File: src/rtl/operand_b_ctrl.sv
// Purpose : picks the EX-stage operand-B source (reg / imm / fwd EX-MEM / fwd WB) and interlocks load-use hazards.
// Latency : select and bubble flag are registered into EX one clock after ID; Stall_o is combinational in ID.
// Backpressure: Stall_o holds PC and IF/ID; a stalled or flushed ID slot injects a bubble into EX.
//
// Build option: define OPB_FWD_EN to enable forwarding (selects 10/11) with a one-cycle
// load-use stall. Without it the block is a pure interlock: selects are only 00/01 and any
// EX or MEM producer match stalls ID until the producer has reached write-back.
//
// Ports:
//   Clk_i, Rst_i      core clock, synchronous active-high reset
//   IdValid_i         ID holds a valid instruction
//   BSel_i            decoder operand-B select (1 = immediate)
//   Rs2Addr_i/Rs2Used_i  ID source register and whether it is read
//   RdAddr_i/RegWrite_i/MemRead_i  ID destination, write enable, load flag
//   Flush_i           branch/jump flush of ID and EX (beats stall)
//   BSelSel_o         registered operand-B select for EX
//   Stall_o           hold PC and IF/ID this cycle
//   Bubble_o          registered: EX holds an injected NOP
module operand_b_ctrl #(
  parameter int REG_AW = 5,
  parameter int BSEL_W = 2
) (
  input  logic              Clk_i,
  input  logic              Rst_i,
  input  logic              IdValid_i,
  input  logic              BSel_i,
  input  logic [REG_AW-1:0] Rs2Addr_i,
  input  logic              Rs2Used_i,
  input  logic [REG_AW-1:0] RdAddr_i,
  input  logic              RegWrite_i,
  input  logic              MemRead_i,
  input  logic              Flush_i,
  output logic [BSEL_W-1:0] BSelSel_o,
  output logic              Stall_o,
  output logic              Bubble_o
);

  localparam logic BSEL_IMM = 1'b1;

  localparam logic [BSEL_W-1:0] SEL_REG    = BSEL_W'(0);
  localparam logic [BSEL_W-1:0] SEL_IMM    = BSEL_W'(1);
  localparam logic [BSEL_W-1:0] SEL_FWD_EX = BSEL_W'(2);
  localparam logic [BSEL_W-1:0] SEL_FWD_WB = BSEL_W'(3);

  // Producer tracking slot for one pipeline stage.
  typedef struct packed {
    logic              vld;
    logic [REG_AW-1:0] rd;
    logic              we;
    logic              ld;
  } slot_t;

  slot_t             ex_q, ex_d;
  slot_t             mem_q;
  logic [BSEL_W-1:0] bsel_q, bsel_d;
  logic              bubble_q, bubble_d;

  logic              rs2_chk;
  logic              ex_match;
  logic              mem_match;
  logic              ex_load;
  logic [BSEL_W-1:0] sel_id;

  // An immediate operand or x0 never depends on an older producer.
  assign rs2_chk   = Rs2Used_i && (BSel_i != BSEL_IMM) && (Rs2Addr_i != '0);
  assign ex_match  = rs2_chk && ex_q.vld  && ex_q.we  && (ex_q.rd  == Rs2Addr_i);
  assign mem_match = rs2_chk && mem_q.vld && mem_q.we && (mem_q.rd == Rs2Addr_i);

`ifdef OPB_FWD_EN

  typedef enum logic {
    ST_RUN     = 1'b0,
    ST_LDSTALL = 1'b1
  } state_t;

  state_t state_q, state_d;
  logic   load_use;
  logic   unused_ld;

  // Load data only exists at WB, so a load in EX cannot be forwarded yet.
  assign load_use = ex_match && ex_q.ld && IdValid_i && !Flush_i;

  // The MEM-slot load flag is tracked for completeness but only EX needs it here.
  assign unused_ld = mem_q.ld;

  always_ff @(posedge Clk_i) begin
    if (Rst_i) begin
      state_q <= ST_RUN;
    end else begin
      state_q <= state_d;
    end
  end

  always_comb begin
    state_d = state_q;
    case (state_q)
      ST_RUN:     if (load_use) state_d = ST_LDSTALL;
      // One bubble is enough: the load has moved to MEM and now forwards from WB.
      ST_LDSTALL: state_d = ST_RUN;
      default:    state_d = ST_RUN;
    endcase
  end

  always_comb begin
    Stall_o = 1'b0;
    if ((state_q == ST_RUN) && load_use && !Rst_i) begin
      Stall_o = 1'b1;
    end
  end

  // EX producer is younger than MEM, so it wins when both match.
  always_comb begin
    sel_id = SEL_REG;
    if (BSel_i == BSEL_IMM) begin
      sel_id = SEL_IMM;
    end else if (ex_match) begin
      sel_id = SEL_FWD_EX;
    end else if (mem_match) begin
      sel_id = SEL_FWD_WB;
    end
  end

`else

  logic [1:0] cnt_q, cnt_d;
  logic       unused_ld;

  // Without forwarding the load flag is irrelevant: every producer is waited out.
  assign unused_ld = ex_q.ld ^ mem_q.ld;

  // cnt_q holds the number of further stall cycles still owed after this one.
  always_comb begin
    Stall_o = 1'b0;
    if (IdValid_i && !Flush_i && !Rst_i && (ex_match || mem_match || (cnt_q != 2'd0))) begin
      Stall_o = 1'b1;
    end
  end

  // A producer in EX needs one more cycle (through MEM) before the register
  // file writes through at WB; a producer in MEM needs none.
  always_comb begin
    cnt_d = 2'd0;
    if (Stall_o) begin
      if (ex_match) begin
        cnt_d = 2'd1;
      end else if (cnt_q != 2'd0) begin
        cnt_d = cnt_q - 2'd1;
      end
    end
  end

  always_ff @(posedge Clk_i) begin
    if (Rst_i || Flush_i) begin
      cnt_q <= 2'd0;
    end else begin
      cnt_q <= cnt_d;
    end
  end

  always_comb begin
    sel_id = SEL_REG;
    if (BSel_i == BSEL_IMM) begin
      sel_id = SEL_IMM;
    end
  end

`endif

  // ID advances into EX only when it is valid, not held and not flushed;
  // everything else becomes a bubble with a neutral select.
  assign ex_load = IdValid_i && !Stall_o && !Flush_i;

  always_comb begin
    ex_d     = '0;
    bsel_d   = SEL_REG;
    bubble_d = 1'b1;
    if (ex_load) begin
      ex_d.vld = 1'b1;
      ex_d.rd  = RdAddr_i;
      ex_d.we  = RegWrite_i;
      ex_d.ld  = MemRead_i;
      bsel_d   = sel_id;
      bubble_d = 1'b0;
    end
  end

  always_ff @(posedge Clk_i) begin
    if (Rst_i) begin
      ex_q     <= '0;
      mem_q    <= '0;
      bsel_q   <= SEL_REG;
      bubble_q <= 1'b0;
    end else begin
      ex_q     <= ex_d;
      mem_q    <= ex_q;
      bsel_q   <= bsel_d;
      bubble_q <= bubble_d;
    end
  end

  assign BSelSel_o = bsel_q;
  assign Bubble_o  = bubble_q;

  a_flush_no_stall: assert property (@(posedge Clk_i) Flush_i |-> !Stall_o);
  a_bubble_neutral: assert property (@(posedge Clk_i) disable iff (Rst_i) Bubble_o |-> (BSelSel_o == SEL_REG));

endmodule

File: config.mk
export PLATFORM = sky130hd
export DESIGN_NAME = operand_b_ctrl
export DESIGN_NICKNAME = d
export VERILOG_FILES = /design/src/rtl/operand_b_ctrl.sv
export SDC_FILE = /design/constraint.sdc
export NUM_CORES = 1
export LEC_CHECK = 0
export CORE_MARGIN = 2
export CORE_UTILIZATION = 48
export DETAILED_ROUTE_END_ITERATION = 10
export GPL_ROUTABILITY_DRIVEN = 0
export PLACE_DENSITY = 0.8
export SYNTH_ARGS = -nofsm -noshare
export SYNTH_HDL_FRONTEND = slang
export SYNTH_SLANG_ARGS = --single-unit
File: constraint.sdc
create_clock -name Clk_i -period 8.24 [get_ports Clk_i]
set_input_delay 2.472 -clock Clk_i [delete_from_list [all_inputs] [get_ports Clk_i]]
set_output_delay 2.472 -clock Clk_i [all_outputs]
set_load 0.05 [all_outputs]
Yosys cells after proc, flatten, opt, wreduce, memory -nomap -nowiden

Index checks and enable logic that the tools add are counted.

Register bits: 19
Input bits: 18
Output and inout port bits: 4
Logic and storage cells: 47

$add $sub $neg: 1
Equal/unequal tests: 2
Mux-type cells: 6
Bitwise gates (word level): 4
Reductions and logical operators: 24

Operator list:

| operator              | number |
|---|---|
| $logic_and A1 B1 Y1   | 13 |
| $eq A5 B5 Y1          | 2 |
| $mux W8               | 1 |
| $mux W1               | 5 |
| $reduce_bool A5 Y1    | 1 |
| $not A1 Y1            | 4 |
| $reduce_or A2 Y1      | 2 |
| $reduce_or A4 Y1      | 1 |
| $logic_not A1 Y1      | 3 |
| $logic_or A1 B1 Y1    | 3 |
| $reduce_bool A2 Y1    | 1 |
| $sub A2 B1 Y2 const B | 1 |

Logic depth before layout (Yosys ltp)

Gate-level depths: netlist of the first run.

Depth in word-level cells: 15
Depth in mapped cells: 5
Depth with buffers taken out: 4

Least setup slack after synthesis of the first run

Ideal clock, no wire load.

Kind: input to output
Start point: input port Rs2Used_i
End point: output port Stall_o
Data arrival time: 3876 ps
Data required time: 5768 ps
Setup slack: 1892 ps
Stages on the path: 4
Path buffers: 0
Path through: nor2b_1 > a21bo_4 > o41ai_4 > o21a_1

Word-level cells in the longest chain between the ends: 9
Elaborated cells on any way between the ends: 12
Those cells by class: 1 x mux; 11 x reduce/logical

RTL lines:

| element                                                     | line   | source |
|---|---|---|
| start, declared                                             | 28     | `input logic Rs2Used_i,` |
| $logic_and A1 B1 Y1 (*) (2 in series)                       | 65     | `assign rs2_chk = Rs2Used_i && (BSel_i != BSEL_IMM) && (Rs2Addr_i != '0);` |
| $logic_and A1 B1 Y1, on equally long branches (3 in series) | 66, 67 |  |
| $logic_or A1 B1 Y1 (*) (2 in series)                        | 134    | `if (IdValid_i && !Flush_i && !Rst_i && (ex_match \|\| mem_match \|\| (cnt_q != 2'd0))) begin` |
| $logic_and A1 B1 Y1 (*)                                     | 134    |  |
| $mux W1 (*)                                                 | 134    |  |
| end, declared                                               | 34     | `output logic Stall_o,` |

Mark *: on every way between the ends. The rest lies on a longest branch, timed or not.

Worst setup path in the final report of the first run

Start point: input port Rs2Addr_i[2]
End point: output port Stall_o

Word-level cells in the longest chain between the ends: 9
Elaborated cells on any way between the ends: 14
Those cells by class: 2 x eq/ne; 1 x mux; 11 x reduce/logical

RTL lines:

| element                                                     | line   | source |
|---|---|---|
| start, declared                                             | 27     | `input logic [REG_AW-1:0] Rs2Addr_i,` |
| $reduce_bool A5 Y1                                          | 65     |  |
| $logic_and A1 B1 Y1                                         | 65     |  |
| $logic_and A1 B1 Y1, on equally long branches (3 in series) | 66, 67 |  |
| $logic_or A1 B1 Y1 (*) (2 in series)                        | 134    |  |
| $logic_and A1 B1 Y1 (*)                                     | 134    |  |
| $mux W1 (*)                                                 | 134    |  |

Marks and branches as above.

==> results of run 1 <==
[cell families after synthesis]
family,after synthesis
AND/OR/NAND/NOR,34
buffers and inverters,5
AO/OA/AOI/OAI,6
flip-flops,18
other,1
XOR/XNOR,10
adder cells (fa/ha/maj),2
[sequential cells by signal, summed over array words and instances (netlist names)]
name	flops
Bubble_o	1
mem_q	7
ex_q	7
BSelSel_o	1
cnt_q	2
[cell type report]
| cell class | instances | share of cell area [%] |
|---|---|---|
| clock buffer | 4 | 3.53 |
| tap | 16 | 1.95 |
| sequential | 18 | 35.1 |
| timing repair buffer | 21 | 20.0 |
| multi-input combinational | 53 | 38.4 |
| inverter | 3 | 1.10 |
[power by group]
part	internal [mW]	switching [mW]
Combinational	0.0118	0.0100
Sequential	0.0890	0.000963
Clock	0.0270	0.0272
Total	0.128	0.0382
[worst paths after layout]
| check | slack [ns] | start | cells after the start | end |
|---|---|---|---|---|
| setup / recovery | 0.96 | Rs2Addr_i[2] | 7 | Stall_o |
| hold / removal | 0.48 | ex_q[1]$_SDFF_PP0_ | 1 | mem_q[1]$_SDFF_PP0_ |
| setup reg to reg | 6.74 | ex_q[2]$_SDFF_PP0_ | 4 | cnt_q[0]$_SDFF_PP0_ |
| hold reg to reg | 0.48 | ex_q[1]$_SDFF_PP0_ | 1 | mem_q[1]$_SDFF_PP0_ |
[cells in the final DEF (no fill, tap or decap), types with 3 or more instances in the layout]
cell / n
sky130_fd_sc_hd__clkbuf_4: 3
sky130_fd_sc_hd__clkdlybuf4s50_1: 19
sky130_fd_sc_hd__xnor2_1: 8
sky130_fd_sc_hd__dfxtp_1: 18
sky130_fd_sc_hd__nor3_1: 7
sky130_fd_sc_hd__nand2_1: 8
sky130_fd_sc_hd__inv_1: 3
sky130_fd_sc_hd__nor2b_1: 8
[stage by stage]
stage          instances  cell area [µm²]
2_1_floorplan         76              777
3_3_place_gp         111              991
3_5_place_dp         111              991
4_1_cts              115             1030
5_1_grt              115             1030
6_report             115             1030
[metal layers]
metal	part of all wire, %	wire length, µm	track usage (%)	vias up
met5	0	0	0	-
met4	1.5	24	9.09	0
met3	5.5	88	4.90	3
met2	50	806	35.6	20
met1	43	685	19.5	273
li1	-	-	-	300
[worst reg2reg max path: stages, from the launching register on]
cell,delay (ns)
sky130_fd_sc_hd__dfxtp_1,0.33
sky130_fd_sc_hd__xor2_1,0.18
sky130_fd_sc_hd__or3b_1,0.39
sky130_fd_sc_hd__a2111oi_0,0.39
sky130_fd_sc_hd__a31o_1,0.16
==> impl_metrics.ini, run 1 <==
[outcome]
outcome = finished clean

[worst_setup_path]
cpLargestDelayFamily = buffers and inverters
critical_path_arrival_ns = 4.81
critical_path.slowest_cell = sky130_fd_sc_hd__clkdlybuf4s50_1
cp_num_buf_inv = 3
cell_breakdown_of_the_critical_path = clkdlybuf4s50_1, xnor2_1, nand4_1, nor4_4, buf_4, o21a_1, clkdlybuf4s50_1
critPathRequiredTime_ns = 5.77
critical_path.most_common_cell = sky130_fd_sc_hd__clkdlybuf4s50_1
critPathCaptureType = output pin
critical_path.startpoint_type = input pin
crit_type = in -> out
crit_path_max_fanout = 10
cp_slowest_stage_delay_ns = 0.79

[route]
drcViolationCount = 0
via_count = 596
wire_per_inst_um = 14.0
drtPass1Iterations = 4
finalWirelength_mm = 1.61
via_per_inst = 5.18
drt-initial-drc-count = 2
antenna_violation_net_count_after_detailed_routing = 0

[floorplanning]
die-area_um2 = 1960
start_util_pct = 51.6
core-area_um2 = 1510
floorplan.die.width_um = 44.2
die_extent_in_y_um = 44.2
row_count = 14
ioPinCount = 22

[placement]
dp_slack_ns = 0.966
io_buf_count = 19
detailedPlacementHpwl_mm = 1.19

[final_layout]
num_antenna_cells = 0
layout.core_utilization_pct = 68.2
final-seq-area_um2 = 360
fillers = 142
drive_gt1_share_pct = 10.1
finish.net_count = 120
area_growth_pct = 32.2
multiInputGateArea_um2 = 394

[sta]
slew_viol_final = 0
fin_hold_ws_ns = 0.478
final_tns_setup_ns = 0
timing.final.setup_violations = 0
post-route-period-util_pct = 88.4
fmax_ghz = 0.137
hold_viol_final = 0
period_needed_ns = 7.28
finalClockSkew_ns = 0.00175
max-slew-margin-rel_pct = 61.4
grt_setup_unrepaired = no
fin_ws_ns = 0.957
worst_slew_pin_slew_ns = 0.577

[clock_tree]
longest_clk_path_bufs = 2
clk-insertion-delay-late_ns = 0.29
clk_pin_slew_ns = 0.10
cts_resized = 0
tritoncts_num_sinks = 18
cts_tree = built
ctsHoldBuffers = 0
post_cts_buffers = 0
root_buffer = sky130_fd_sc_hd__clkbuf_4
cts_made_buffers = 3
htreeDepth = 1

[synthesis]
flops_latches_synth = 18
synth.top_cells.by_area = sky130_fd_sc_hd__dfxtp_1, sky130_fd_sc_hd__xnor2_1, sky130_fd_sc_hd__nor2b_1
post_synth_arst_share_pct = 0
postSynthNetCount = 96
synth.mux.area_fraction_pct = 0
synthSimpleGateAreaFrac_pct = 25.8
synthDistinctLibCells = 25
yosys.cell_count.top_type = sky130_fd_sc_hd__dfxtp_1
synthesis.area_um2 = 777
yosys.area_share.adder_pct = 3.22
seq_area_frac_synth_pct = 46.4
synth_edf_count = 0
synth_xor_area_share_pct = 11.3
synthesis.yosys.warnings = 0
synth_compound_gate_area_share_pct = 9.98
netlist_top_cells_count = sky130_fd_sc_hd__dfxtp_1, sky130_fd_sc_hd__nand2_1, sky130_fd_sc_hd__nor2b_1, sky130_fd_sc_hd__xnor2_1, sky130_fd_sc_hd__nor3_1
synth_top_family_by_area = simple AND/OR/NAND/NOR gates
postSynthCellCount = 76
synth_area_leader_cell = sky130_fd_sc_hd__dfxtp_1
yosys_most_used_dff = sky130_fd_sc_hd__dfxtp_1
yosys.area.top_type_share_pct = 46.4
syn_avg_cell_area_um2 = 10.2

[job]
maxCapViolations = 0

[global_routing]
globalRoute.totalOverflow = 0
grt_start_max_net_pins = 11
grt_pass1_wl_mm = 2.59
grt_antenna_before_repair = 0
globalRouteTotalUtil_pct = 19.1
via_count_of_the_first_global_routing_pass = 623

[power]
report.power.total_mw = 0.166
power_per_cell_area_nw_per_um2 = 162
total_leakage_power_nw = 0.407
worst_ir_drop_vdd_mv = 0.141

[hold_path]
min_path_type = reg -> reg
Note: power is estimated with default switching activity, not from simulation.
==> run 2: changes to the inputs <==
MAX_ROUTING_LAYER = met4   (was not set)
==> results of run 2 <==
Final layout, timing and power as in run 1 (identical DEF).
Among the figures that moved: overall routing resource usage 19.1% -> 19.7%
